===== config.mk =====
export PLATFORM = sky130hd
export DESIGN_NAME = sram_port_arbiter_flat
export DESIGN_NICKNAME = d
export VERILOG_FILES = /design/src/rtl/sram_port_arbiter_if.sv /design/src/rtl/sram_port_arbiter.sv /design/src/flat_wrapper.sv
export SDC_FILE = /design/constraint.sdc
export NUM_CORES = 1
export LEC_CHECK = 0
export BUFFER_PORTS_ARGS = -buffer_cell sky130_fd_sc_hd__buf_2
export CAP_MARGIN = 0
export CORE_AREA = 2 2 108 110
export CTS_CLUSTER_DIAMETER = 200
export CTS_CLUSTER_SIZE = 12
export DETAILED_ROUTE_END_ITERATION = 12
export DIE_AREA = 0 0 110 112
export PLACE_DENSITY = 0.79
export REMOVE_ABC_BUFFERS = 1
export SLEW_MARGIN = 20
export SYNTH_ARGS = -nofsm -noshare
export SYNTH_HDL_FRONTEND = slang
export SYNTH_SLANG_ARGS = --single-unit

===== constraint.sdc =====
create_clock -name clk -period 1.5 [get_ports clk]
set_input_delay 0.075 -clock clk [delete_from_list [all_inputs] [get_ports clk]]
set_output_delay 0.075 -clock clk [all_outputs]
set_load 0.05 [all_outputs]

===== src/rtl/sram_port_arbiter_if.sv =====
// Bundle of the fetch-side, data-side and shared-memory-port signals seen by
// the instruction/data arbiter. The arbiter uses the slave view; whatever
// drives requests and models the memory uses the master view.
interface sram_port_arbiter_if #(
  parameter int ADDR_W = 32,
  parameter int DATA_W = 32
);
  // Instruction-fetch side (read only)
  logic              inst_req;
  logic [ADDR_W-1:0] inst_addr;
  logic              inst_addr_ok;
  logic              inst_data_ok;
  logic [DATA_W-1:0] inst_rdata;

  // EX-stage load/store side
  logic              data_req;
  logic              data_wr;
  logic [3:0]        data_wstrb;
  logic [ADDR_W-1:0] data_addr;
  logic [DATA_W-1:0] data_wdata;
  logic              data_addr_ok;
  logic              data_data_ok;
  logic [DATA_W-1:0] data_rdata;

  // Shared memory port
  logic              mem_req;
  logic              mem_wr;
  logic [3:0]        mem_wstrb;
  logic [ADDR_W-1:0] mem_addr;
  logic [DATA_W-1:0] mem_wdata;
  logic              mem_addr_ok;
  logic              mem_data_ok;
  logic [DATA_W-1:0] mem_rdata;

  modport slave (
    input  inst_req, inst_addr,
    input  data_req, data_wr, data_wstrb, data_addr, data_wdata,
    input  mem_addr_ok, mem_data_ok, mem_rdata,
    output inst_addr_ok, inst_data_ok, inst_rdata,
    output data_addr_ok, data_data_ok, data_rdata,
    output mem_req, mem_wr, mem_wstrb, mem_addr, mem_wdata
  );

  modport master (
    output inst_req, inst_addr,
    output data_req, data_wr, data_wstrb, data_addr, data_wdata,
    output mem_addr_ok, mem_data_ok, mem_rdata,
    input  inst_addr_ok, inst_data_ok, inst_rdata,
    input  data_addr_ok, data_data_ok, data_rdata,
    input  mem_req, mem_wr, mem_wstrb, mem_addr, mem_wdata
  );
endinterface


===== src/rtl/sram_port_arbiter.sv =====
// Round-robin arbiter putting the fetch side and the load/store side onto one
// SRAM-like memory port. One transaction is outstanding at a time; a new
// request may be accepted in the same cycle the current response returns, so
// back-to-back traffic runs at one transaction every two cycles.
module sram_port_arbiter #(
  parameter int ADDR_W = 32,
  parameter int DATA_W = 32
) (
  input  logic               clk,
  input  logic               reset,
  sram_port_arbiter_if.slave bus_if
);

  typedef enum logic [1:0] {
    IDLE = 2'd0,
    REQ  = 2'd1,
    WAIT = 2'd2
  } state_t;

  state_t            state_q;
  logic              owner_q;       // 0 = fetch side, 1 = data side
  logic              last_grant_q;  // side granted most recently
  logic              wr_q;
  logic [3:0]        wstrb_q;
  logic [ADDR_W-1:0] addr_q;
  logic [DATA_W-1:0] wdata_q;

  logic resp_ok;     // response for the outstanding transaction this cycle
  logic accept_win;  // a new request may be taken this cycle
  logic grant_data;
  logic grant_inst;

  // Acceptance window and round-robin choice; on a tie the side that did not
  // win last time gets the port.
  always_comb begin
    resp_ok    = (state_q == WAIT) && bus_if.mem_data_ok;
    accept_win = (state_q == IDLE) || resp_ok;
    grant_data = accept_win && bus_if.data_req &&
                 (!bus_if.inst_req || !last_grant_q);
    grant_inst = accept_win && bus_if.inst_req && !grant_data;
  end

  assign bus_if.inst_addr_ok = grant_inst;
  assign bus_if.data_addr_ok = grant_data;

  // The response is steered to whichever side owns the outstanding request.
  assign bus_if.inst_data_ok = resp_ok && !owner_q;
  assign bus_if.data_data_ok = resp_ok &&  owner_q;
  assign bus_if.inst_rdata   = bus_if.mem_rdata;
  assign bus_if.data_rdata   = bus_if.mem_rdata;

  // Request fields come straight from the latches so they stay stable while
  // the memory port stalls mem_addr_ok.
  assign bus_if.mem_req   = (state_q == REQ);
  assign bus_if.mem_wr    = wr_q;
  assign bus_if.mem_wstrb = wstrb_q;
  assign bus_if.mem_addr  = addr_q;
  assign bus_if.mem_wdata = wdata_q;

  // Transaction FSM: latch the winner, present it until accepted, then wait
  // for its response while watching for the next request.
  always_ff @(posedge clk) begin
    if (reset) begin
      state_q      <= IDLE;
      owner_q      <= 1'b0;
      last_grant_q <= 1'b0;
      wr_q         <= 1'b0;
      wstrb_q      <= '0;
      addr_q       <= '0;
      wdata_q      <= '0;
    end else begin
      case (state_q)
        IDLE, WAIT: begin
          if (grant_data || grant_inst) begin
            state_q      <= REQ;
            owner_q      <= grant_data;
            last_grant_q <= grant_data;
            wr_q         <= grant_data && bus_if.data_wr;
            wstrb_q      <= grant_data ? bus_if.data_wstrb : 4'b0000;
            addr_q       <= grant_data ? bus_if.data_addr  : bus_if.inst_addr;
            wdata_q      <= grant_data ? bus_if.data_wdata : '0;
          end else if (accept_win) begin
            state_q <= IDLE;
          end
        end
        REQ: begin
          // A response arriving here is a protocol violation and is ignored.
          if (bus_if.mem_addr_ok) begin
            state_q <= WAIT;
          end
        end
        default: state_q <= IDLE;
      endcase
    end
  end

endmodule


===== src/flat_wrapper.sv =====
// flat-port wrapper written by rule: the top's interface ports become plain ports
module sram_port_arbiter_flat 
#(
  parameter int ADDR_W = 32,
  parameter int DATA_W = 32
)
  (clk, reset, bus_if_inst_req, bus_if_inst_addr, bus_if_data_req, bus_if_data_wr, bus_if_data_wstrb, bus_if_data_addr, bus_if_data_wdata, bus_if_mem_addr_ok, bus_if_mem_data_ok, bus_if_mem_rdata, bus_if_inst_addr_ok, bus_if_inst_data_ok, bus_if_inst_rdata, bus_if_data_addr_ok, bus_if_data_data_ok, bus_if_data_rdata, bus_if_mem_req, bus_if_mem_wr, bus_if_mem_wstrb, bus_if_mem_addr, bus_if_mem_wdata);
  sram_port_arbiter_if #(.ADDR_W(ADDR_W), .DATA_W(DATA_W)) bus_if_i ();
  input  logic clk;
  input  logic reset;
  input wire logic [$bits(bus_if_i.inst_req)-1:0] bus_if_inst_req;
  input wire logic [$bits(bus_if_i.inst_addr)-1:0] bus_if_inst_addr;
  input wire logic [$bits(bus_if_i.data_req)-1:0] bus_if_data_req;
  input wire logic [$bits(bus_if_i.data_wr)-1:0] bus_if_data_wr;
  input wire logic [$bits(bus_if_i.data_wstrb)-1:0] bus_if_data_wstrb;
  input wire logic [$bits(bus_if_i.data_addr)-1:0] bus_if_data_addr;
  input wire logic [$bits(bus_if_i.data_wdata)-1:0] bus_if_data_wdata;
  input wire logic [$bits(bus_if_i.mem_addr_ok)-1:0] bus_if_mem_addr_ok;
  input wire logic [$bits(bus_if_i.mem_data_ok)-1:0] bus_if_mem_data_ok;
  input wire logic [$bits(bus_if_i.mem_rdata)-1:0] bus_if_mem_rdata;
  output wire logic [$bits(bus_if_i.inst_addr_ok)-1:0] bus_if_inst_addr_ok;
  output wire logic [$bits(bus_if_i.inst_data_ok)-1:0] bus_if_inst_data_ok;
  output wire logic [$bits(bus_if_i.inst_rdata)-1:0] bus_if_inst_rdata;
  output wire logic [$bits(bus_if_i.data_addr_ok)-1:0] bus_if_data_addr_ok;
  output wire logic [$bits(bus_if_i.data_data_ok)-1:0] bus_if_data_data_ok;
  output wire logic [$bits(bus_if_i.data_rdata)-1:0] bus_if_data_rdata;
  output wire logic [$bits(bus_if_i.mem_req)-1:0] bus_if_mem_req;
  output wire logic [$bits(bus_if_i.mem_wr)-1:0] bus_if_mem_wr;
  output wire logic [$bits(bus_if_i.mem_wstrb)-1:0] bus_if_mem_wstrb;
  output wire logic [$bits(bus_if_i.mem_addr)-1:0] bus_if_mem_addr;
  output wire logic [$bits(bus_if_i.mem_wdata)-1:0] bus_if_mem_wdata;
  assign bus_if_i.inst_req = bus_if_inst_req;
  assign bus_if_i.inst_addr = bus_if_inst_addr;
  assign bus_if_i.data_req = bus_if_data_req;
  assign bus_if_i.data_wr = bus_if_data_wr;
  assign bus_if_i.data_wstrb = bus_if_data_wstrb;
  assign bus_if_i.data_addr = bus_if_data_addr;
  assign bus_if_i.data_wdata = bus_if_data_wdata;
  assign bus_if_i.mem_addr_ok = bus_if_mem_addr_ok;
  assign bus_if_i.mem_data_ok = bus_if_mem_data_ok;
  assign bus_if_i.mem_rdata = bus_if_mem_rdata;
  assign bus_if_inst_addr_ok = bus_if_i.inst_addr_ok;
  assign bus_if_inst_data_ok = bus_if_i.inst_data_ok;
  assign bus_if_inst_rdata = bus_if_i.inst_rdata;
  assign bus_if_data_addr_ok = bus_if_i.data_addr_ok;
  assign bus_if_data_data_ok = bus_if_i.data_data_ok;
  assign bus_if_data_rdata = bus_if_i.data_rdata;
  assign bus_if_mem_req = bus_if_i.mem_req;
  assign bus_if_mem_wr = bus_if_i.mem_wr;
  assign bus_if_mem_wstrb = bus_if_i.mem_wstrb;
  assign bus_if_mem_addr = bus_if_i.mem_addr;
  assign bus_if_mem_wdata = bus_if_i.mem_wdata;
  sram_port_arbiter #(.ADDR_W(ADDR_W), .DATA_W(DATA_W)) u_core (.clk(clk), .reset(reset), .bus_if(bus_if_i));
endmodule

==> results.md, run 1 <==
- Antenna violations before repair: 0
- Crit path DAT: 1370 ps
- First-pass GRT wire length: 22010 um
- Num rows: 39
- Family with the most delay on the worst path: buffers and inverters
- Clk sink count: 72
- Post-Layout Cell Count: around 690
- Kind of end point of the critical path: primary output
- CTS HTree Levels: 3
- Max Clk Rate: a little under 700 MHz
- Share of post-route cells with drive strength above 1: 0.4065
- Final hold violations: 0
- Final period util: 0.9605
- Kind of critical path: reg2out
- Final wirelength: ~15000 um
- Die extent in y: approximately 110 um
- Worst r2r src: u_core.state_q[1]
- Register clock-pin slew on the reported worst setup and hold paths: ~60 ps
- Placed cell count: just under 700
- Final Worst Setup Slack: 59.29 ps
- Area growth, synth to finish: 21.95%
- Commonest non-fill, non-tap cell in the layout: buf_2
- Worst hold start: bus_if_data_wdata[11]
- Final hold slack: between 15 and 20 ps
- R2R Setup Slk: 120 ps
- Synthesis-stage register bit count: 72
- Largest net degree at the start of global routing: 73
- Synthesized area: between 4000 and 5000 um^2
- Least-Margin Pin Slew: 409.7 ps
- Die width: 110 um
- Core Footprint: approximately 11000 um^2
- Cell depth of the worst setup path: 4
- Starting Density: 0.3648
- CTS Hold Bufs: 0
- Yosys cell types: 29
- Reg2reg path depth: 5
- Required @ worst endpoint: roughly 1400 ps
- Hold EP: u_core.bus_if.mem_wdata[11]
- DP Worst Slack: ~60 ps
- Max clock buf depth: 2
- Slowest CP cell: dfxtp_2
- CTS Buf Count: 9
- Status: completed
- Hold path depth: 3
- LEAKAGE: around 2.2 nW
- FF-to-FF End: u_core.bus_if.mem_addr[12]
- Worst-path maximum fanout: 13
- Post-route ant nets: 0
- Unrepaired setup endpoints after global routing: true
- Max-slew violations: 0
- Routed wire per std cell: around 22 um
- Port Buffers: 180
- Cell Pwr Density: 1259 nW/um^2
- Vias per cell: ~6.2
- Cell Chain, Critical Path: inv_2 > buf_6 > and4_1 > buf_4
- Grt total ovfl: 0
- Full die area: about 12000 um^2
- Syn Area/Cell: roughly 8.7 um^2
- Most frequent cells in the layout: buf_2 (175), dfxtp_1 (70), o31ai_1 (69), nand4_1 (69), a21oi_1 (38)
- Syn Inst Count: between 400 and 500
- Vias in the first global route: between 4000 and 5000
- CTS tree: done
- Syn. warnings: 0
- Critical Path Source Type: register
- Skew-Pair Late Insertion Delay: roughly 330 ps
- Max-slew headroom: 0.7269
- Tmin final: approximately 1400 ps
- DRC errors left: 0
- Placement Cell Area: around 4600 um^2
- Critical path's largest stage delay: between 300 and 400 ps
- ANT cells: 0
- Post-synthesis sequential area ratio: 0.3536
- # nets final: slightly below 700
- Final number of setup-violating endpoints: 0
- Initial DRC Count: 686
- Final non-filler cell area: between 4000 and 5000 um^2
- Global placement routability congestion: 0.7404
- HP Class: in2reg
- Io pins: between 200 and 300
- Max Clock Skew: approximately 3.3 ps
- Clk Tree Root Cell: clkbuf_16
- Setup TNS Final: 0 ps
- First drt pass iteration count: 5
- Aggregate global-route resource usage: 0.2317
- Peak supply drop: approximately 0.86 mV
- Final HPWL DP: between 10000 and 15000 um
- Number of buffers and inverters on the critical path: 3
- Max cap viols: 0
- Routed vias: about 4300
## sequential cells by signal, indices dropped and copies added, names as in the netlist
signal                   count
u_core.bus_if.mem_addr      32
u_core.bus_if.mem_wdata     32
u_core.owner_q               1
u_core.state_q               2
u_core.bus_if.mem_wr         1
u_core.bus_if.mem_wstrb      4
## tightest hold or removal path, stage by stage
cell and delay [ps]:
buf_2 100, nand4_1 70, a21oi_1 60
## metal layers
| metal | GRT usage | wire, um | vias to the layer above | part of all wire |
|---|---|---|---|---|
| met5 | 0.04202 | 0 | - | 0 |
| met4 | 0.06414 | 221 | 0 | 0.015 |
| met3 | 0.1587 | 2483 | 25 | 0.17 |
| met2 | 0.3186 | 6315 | 341 | 0.42 |
| met1 | 0.2877 | 5938 | 2023 | 0.40 |
| li1 | - | - | 1937 | - |
## cell type report
type	instances	area, um^2
well taps	143	178.9
inverters	4	15.01
repair buffers	200	1222
flip-flops and latches	72	1444
fillers	1077	6203
clock inverters	3	65.06
clock buffers	13	250.2
multi-input cells	259	1795
## through the flow
| stage | util | power (W) |
|---|---|---|
| after global routing | 0.4449 | 0.006512 |
| after floorplan | - | 0.003326 |
| after CTS | 0.4408 | 0.006282 |
| final | 0.4449 | 0.006259 |
| after detailed placement | 0.4119 | 0.003960 |
| after global placement | 0.4119 | 0.003913 |
## power by group
| group | total (W) | switching [W] | leakage (nW) | internal, W |
|---|---|---|---|---|
| Clock | 0.00231 | 0.000808 | 0.154 | 0.00150 |
| Sequential | 0.00219 | 0.0000998 | 0.594 | 0.00209 |
| Combinational | 0.00176 | 0.00123 | 1.46 | 0.000536 |
## cell usage after synthesis, drive strengths merged
cell,number,area [um^2]
and4,1,8.760
inv,4,15.01
dfxtp,72,1441
a21boi,1,18.77
nor3,1,10.01
a311oi,32,286.5
a21oi,38,190.2
a22oi,1,7.510
buf,114,782.0
clkbuf,19,71.32
a31oi,32,200.2
and3,1,6.260
nand2b,1,6.260
o31ai,70,530.5
nor2b,3,18.77
nor2,4,17.52
a21bo,1,10.01
a32oi,1,8.760
nand2,1,3.750
nand4,69,431.7
nand3,1,5.000
or2,1,6.260
## logic make-up (layout without fill, tap and decap cells)
family | Yosys count | after routing | synth area share
buffers and inverters | 137 | 220 | 0.2130
flip-flops | 72 | 72 | 0.3536
AND/OR/NAND/NOR | 83 | 83 | 0.1262
AO/OA/AOI/OAI | 176 | 176 | 0.3072
## how the worst max path moves through the flow
stage	from	end	slack, ps
4_1_cts	u_core.state_q[0]	bus_if_inst_addr_ok	10
5_1_grt	u_core.state_q[0]	bus_if_inst_addr_ok	-10
3_3_place_gp	u_core.state_q[1]	u_core.bus_if.mem_addr[29]	150
3_5_place_dp	u_core.state_q[1]	u_core.bus_if.mem_addr[16]	60
6_report	u_core.state_q[0]	bus_if_inst_addr_ok	60
2_1_floorplan	u_core.state_q[1]	u_core.bus_if.mem_addr[29]	-2760
## timing repair
item | in CTS | in global routing
cloned | 0 | 1
setup buffers | 0 | 1
setup endpoints to repair | 3 | 16
gates resized for setup | 3 | 6
No activity file was read; power rests on OpenSTA's default activity.
==> run 2: changes to the inputs <==
--- a/config.mk
+++ b/config.mk
@@ -13,6 +13,7 @@
 export DETAILED_ROUTE_END_ITERATION = 12
 export DIE_AREA = 0 0 110 112
 export PLACE_DENSITY = 0.79
+export RECOVER_POWER = 100
 export REMOVE_ABC_BUFFERS = 1
 export SLEW_MARGIN = 20
 export SYNTH_ARGS = -nofsm -noshare
==> constraint.sdc (replaced) <==
create_clock -name clk -period 1.5 [get_ports clk]
set_input_delay 0.075 -clock clk [delete_from_list [all_inputs] [get_ports clk]]
set_output_delay 0.075 -clock clk [all_outputs]
set_load 0.01 [all_outputs]
==> results.md, run 2 (synthesized netlist as in run 1, its figures left out) <==
- Cell Pwr Density: 1090 nW/um^2
- Commonest non-fill, non-tap cell in the layout: buf_2
- Status: completed
- FF-to-FF End: u_core.bus_if.mem_addr[4]
- Placed cell count: slightly below 700
- Largest net degree at the start of global routing: 73
- Family with the most delay on the worst path: flip-flops
- Kind of end point of the critical path: primary output
- Num rows: 39
- Final hold slack: roughly 15 ps
- ANT cells: 0
- Max cap viols: 0
- Number of buffers and inverters on the critical path: 2
- DRC errors left: 0
- Routed vias: about 4500
- Least-Margin Pin Slew: 329.9 ps
- LEAKAGE: 2.030 nW
- Clk sink count: about 70
- Kind of critical path: reg2out
- Area growth, synth to finish: 23.27%
- Register clock-pin slew on the reported worst setup and hold paths: ~50 ps
- Final HPWL DP: 10190 um
- Critical path's largest stage delay: roughly 350 ps
- Port Buffers: 180
- Global placement routability congestion: roughly 0.76
- Reg2reg path depth: 5
- Starting Density: 0.3648
- Final core utilization: 0.4497
- Full die area: around 12000 um^2
- Aggregate global-route resource usage: 0.2384
- Max clock buf depth: 2
- CTS HTree Levels: 3
- Max Clk Rate: around 700 MHz
- Vias per cell: between 6 and 7
- Total power: 0.005476 W
- Critical Path Source Type: register
- Hold EP: u_core.bus_if.mem_wdata[1]
- Core Footprint: 11170 um^2
- Max-slew violations: 0
- Die width: roughly 110 um
- HP Class: in2reg
- CTS tree: done
- Routed wire per std cell: 22.33 um
- Die extent in y: between 100 and 150 um
- Hold path depth: 3
- Cell Chain, Critical Path: a21bo_2 > buf_12 > and4_1 > buf_2
- Io pins: approximately 280
- Worst-path maximum fanout: 5
- Worst r2r src: u_core.state_q[1]
- Final number of setup-violating endpoints: 0
- Required @ worst endpoint: roughly 1400 ps
- Grt total ovfl: 0
- CTS Buf Count: 9
- Max Clock Skew: between 2 and 3 ps
- Max-slew headroom: 0.7801
- Post-route ant nets: 0
- Vias in the first global route: around 4000
- Peak supply drop: a little under 0.6 mV
- Final wirelength: 15860 um
- Final period util: 0.9585
- Unrepaired setup endpoints after global routing: false
- # nets final: 703
- Initial DRC Count: between 600 and 700
- Clk Tree Root Cell: clkbuf_16
- Most frequent cells in the layout: buf_2 (110), clkbuf_1 (74), o31ai_1 (69), nand4_1 (69), dfxtp_1 (69)
- Final hold violations: 0
- CP Launch Point: u_core.owner_q
- Slowest CP cell: dfxtp_2
- Skew-Pair Late Insertion Delay: approximately 330 ps
- First-pass GRT wire length: roughly 22000 um
- Crit path DAT: approximately 1400 ps
- Worst hold start: bus_if_data_wdata[1]
- Antenna violations before repair: 0
- Share of post-route cells with drive strength above 1: 0.2981
- Post-Layout Cell Count: 710
- Tmin final: between 1000 and 1500 ps
- R2R Setup Slk: about 70 ps
- First drt pass iteration count: 6
## run 2: worst max-delay path by stage
stage,to,slack (ps),depth (start not counted)
floorplan,u_core.bus_if.mem_addr[29],-2760,3
global placement,u_core.bus_if.mem_addr[16],160,5
detailed placement,u_core.bus_if.mem_addr[29],70,5
CTS,bus_if_mem_req,2,3
global route,u_core.bus_if.mem_addr[4],6,5
finish,bus_if_inst_addr_ok,60,4
## run 2: metal layers
layer | track usage | share of wire
met3 | 0.1581 | 0.16
met5 | 0.04202 | 0
met2 | 0.3321 | 0.41
met4 | 0.07089 | 0.016
met1 | 0.2935 | 0.41
## run 2: worst reg2reg max path: stages, from the launching register on
cell      delay (ps)
dfxtp_2          340
nor2b_4          150
buf_12           160
nor3_2           220
buf_6            270
a311oi_1         160
## run 2: layout make-up
class / count / area, um^2
clock buffer: 14 / 274.0
multi-input combinational: 259 / 1788
timing repair buffer: 218 / 1319
fill: 1086 / 6150
inverter: 4 / 17.52
tap: 143 / 178.9
sequential: 72 / 1448
## run 2: where the power goes
part           internal [W]  total [W]  leakage [nW]  switching, W
Clock               0.00124    0.00200         0.135      0.000759
Combinational      0.000540    0.00129          1.30      0.000748
Sequential          0.00209    0.00219         0.595      0.000103
## run 2: metrics by stage
step	area [um^2]	worst slack, ps	TNS [ps]
after CTS	5099	2.068	0
final	5025	62.26	0
after global placement	4671	156.5	0
after floorplan	3223	-2757	-163240
after global routing	5025	5.707	0
after detailed placement	4671	67.48	0
## run 2: repair_timing
item,CTS,global route
gates resized for setup,3,8
buffers inserted,4,5
hold buffers,2,0
pin swaps,1,1
setup endpoints to repair,5,6
cloned,3,2
endpoints found under the hold margin,2,0
==> run 3: changes to the inputs <==
--- a/config.mk
+++ b/config.mk
@@ -5,7 +5,7 @@
 export SDC_FILE = /design/constraint.sdc
 export NUM_CORES = 1
 export LEC_CHECK = 0
-export BUFFER_PORTS_ARGS = -buffer_cell sky130_fd_sc_hd__buf_2
+export BUFFER_PORTS_ARGS = -buffer_cell sky130_fd_sc_hd__buf_4
 export CAP_MARGIN = 0
 export CORE_AREA = 2 2 108 110
 export CTS_CLUSTER_DIAMETER = 200
@@ -15,6 +15,7 @@
 export PLACE_DENSITY = 0.79
 export RECOVER_POWER = 100
 export REMOVE_ABC_BUFFERS = 1
+export SETUP_SLACK_MARGIN = 0.5
 export SLEW_MARGIN = 20
 export SYNTH_ARGS = -nofsm -noshare
 export SYNTH_HDL_FRONTEND = slang
==> results.md, run 3 (synthesized netlist as in run 1, its figures left out) <==
- Kind of end point of the critical path: register
- Least-Margin Pin Slew: 452.3 ps
- Sw Pwr: about 0.0020 W
- Family with the most delay on the worst path: buffers and inverters
- Worst-path maximum fanout: 13
- ANT cells: 0
- Sequential share of power: 0.339
- Setup TNS Final: 0 ps
- Die extent in y: 112 um
- HP Class: in2reg
- Critical Path Source Type: register
- Most frequent cells in the layout: buf_4 (126), dfxtp_1 (70), nand4_1 (69), clkbuf_1 (69), o31ai_4 (39)
- Comb pwr share: 0.291
- Crit path DAT: 1670 ps
- Clk Tree Root Cell: clkbuf_16
- Kind of critical path: reg2reg
- CTS Buf Count: 9
- Peak supply drop: 0.5222 mV
- Num rows: 39
- CTS tree: done
- Final period util: 0.9853
- Max-slew headroom: 0.6984
- Port Buffers: 180
- Final hold slack: 26.32 ps
- Tmin final: between 1000 and 1500 ps
- CP Launch Point: u_core.state_q[1]
- Unrepaired setup endpoints after global routing: true
- Skew-Pair Late Insertion Delay: approximately 320 ps
- Final Worst Setup Slack: roughly 22 ps
- Max-slew violations: 0
- DP Worst Slack: 61.94 ps
- Grt total ovfl: 0
- Area growth, synth to finish: 68.97%
- Initial DRC Count: between 400 and 500
- Max Clk Rate: just under 700 MHz
- Io pins: about 280
- Share of post-route cells with drive strength above 1: 0.4958
- Slowest CP cell: dfxtp_4
- Fillers: between 900 and 1000
- Post-route ant nets: 0
- DRC errors left: 0
- Worst hold start: bus_if_data_wdata[30]
- Most used cell, CP: buf_12
- Vias in the first global route: around 4600
- First drt pass iteration count: 5
- Final core utilization: 0.6164
- Max clock buf depth: 2
- Clock share of power: 0.370
- Cell Pwr Density: ~950 nW/um^2
- Antenna violations before repair: 0
- Required @ worst endpoint: ~1700 ps
- Routed wire per std cell: ~25 um
- Aggregate global-route resource usage: 0.2868
- Full die area: around 12000 um^2
- CTS Hold Bufs: 0
- Status: completed
- Worst r2r src: u_core.state_q[1]
- Final number of setup-violating endpoints: 0
- Critical path's largest stage delay: roughly 360 ps
- Commonest non-fill, non-tap cell in the layout: buf_4
- Clk sink count: just over 70
- # nets final: roughly 740
- Number of buffers and inverters on the critical path: 4
- Die width: around 110 um
- Starting Density: 0.3648
- CTS HTree Levels: 3
- First-pass GRT wire length: around 27000 um
- Routed vias: 4749
- Final wirelength: ~19000 um
- Max cap viols: 0
- Max Clock Skew: 8.503 ps
- Global placement routability congestion: 0.7543
- LEAKAGE: around 2.5 nW
- Core Footprint: 11170 um^2
- Vias per cell: approximately 6.4
- Register clock-pin slew on the reported worst setup and hold paths: around 60 ps
- Internal power: 0.004594 W
- Largest net degree at the start of global routing: 60
- Switching Fraction: 0.3008
- Final hold violations: 0
- Cell Chain, Critical Path: nor2b_4 > buf_12 > buf_12 > nor3_4 > buf_6 > buf_12 > a311oi_2
- Final HPWL DP: between 10000 and 15000 um
run 3: changes by cell type in the layout (fill, tap and decap cells not counted), sizes merged:
cell | previous run | this run
clkinv | 0 | 1
dlygate4sd3 | 2 | 0
buf | 139 | 174
clkbuf | 90 | 86
bufbuf | 1 | 2
inv | 4 | 5
bufinv | 0 | 2
run 3: per-layer routing:
metal  global-route usage  wire length [um]
met5              0.04202                 0
met4              0.09114               492
met3               0.1511              2642
met2               0.4245              8527
met1               0.3537              7263
run 3: layout make-up:
| cell class | count | area, um^2 | area share |
|---|---|---|---|
| clock buffers | 12 | 266.5 | 0.03869 |
| well taps | 143 | 178.9 | 0.02598 |
| repair buffers | 250 | 2307 | 0.3350 |
| inverters | 4 | 17.52 | 0.002543 |
| clock inverters | 4 | 73.82 | 0.01072 |
| multi-input cells | 259 | 2595 | 0.3767 |
| flip-flops and latches | 72 | 1449 | 0.2104 |
run 3: worst register-to-register path, cell delays in order (launching register included):
cell and delay, ps:
dfxtp_4 360, nor2b_4 140, buf_12 120, buf_12 120, nor3_4 200, buf_6 140
buf_12 140, a311oi_2 110
run 3: power by group through the flow:
stage	Combinational (W)	Clock (W)	Sequential, W
after floorplan	0.000490	0	0.00232
after global placement	0.00135	0	0.00223
after detailed placement	0.00139	0	0.00224
after CTS	0.00182	0.00246	0.00222
after global routing	0.00203	0.00256	0.00224
final	0.00191	0.00243	0.00222
run 3: through the flow:
step / cells / total power (W) / instance area (um^2)
floorplan: 335 / 0.002812 / 3223
global placement: 676 / 0.003578 / 5054
detailed placement: 676 / 0.003624 / 5054
CTS: 731 / 0.006501 / 6665
global route: 744 / 0.006825 / 6888
finish: 744 / 0.006570 / 6888
run 3: path summary, 6_finish.rpt:
| check | end | slack [ps] | depth (start not counted) |
|---|---|---|---|
| min reg2reg | u_core.bus_if.mem_wdata[15] | 480 | 2 |
| min | u_core.bus_if.mem_wdata[30] | 30 | 3 |
| max reg2reg | u_core.bus_if.mem_addr[25] | 20 | 7 |
| max | u_core.bus_if.mem_addr[25] | 20 | 7 |
run 3: repair_timing:
action | CTS | global route
cloned | 15 | 5
setup buffers | 24 | 8
resized for setup | 127 | 52
setup endpoints to repair | 77 | 77
pin swaps | 60 | 38
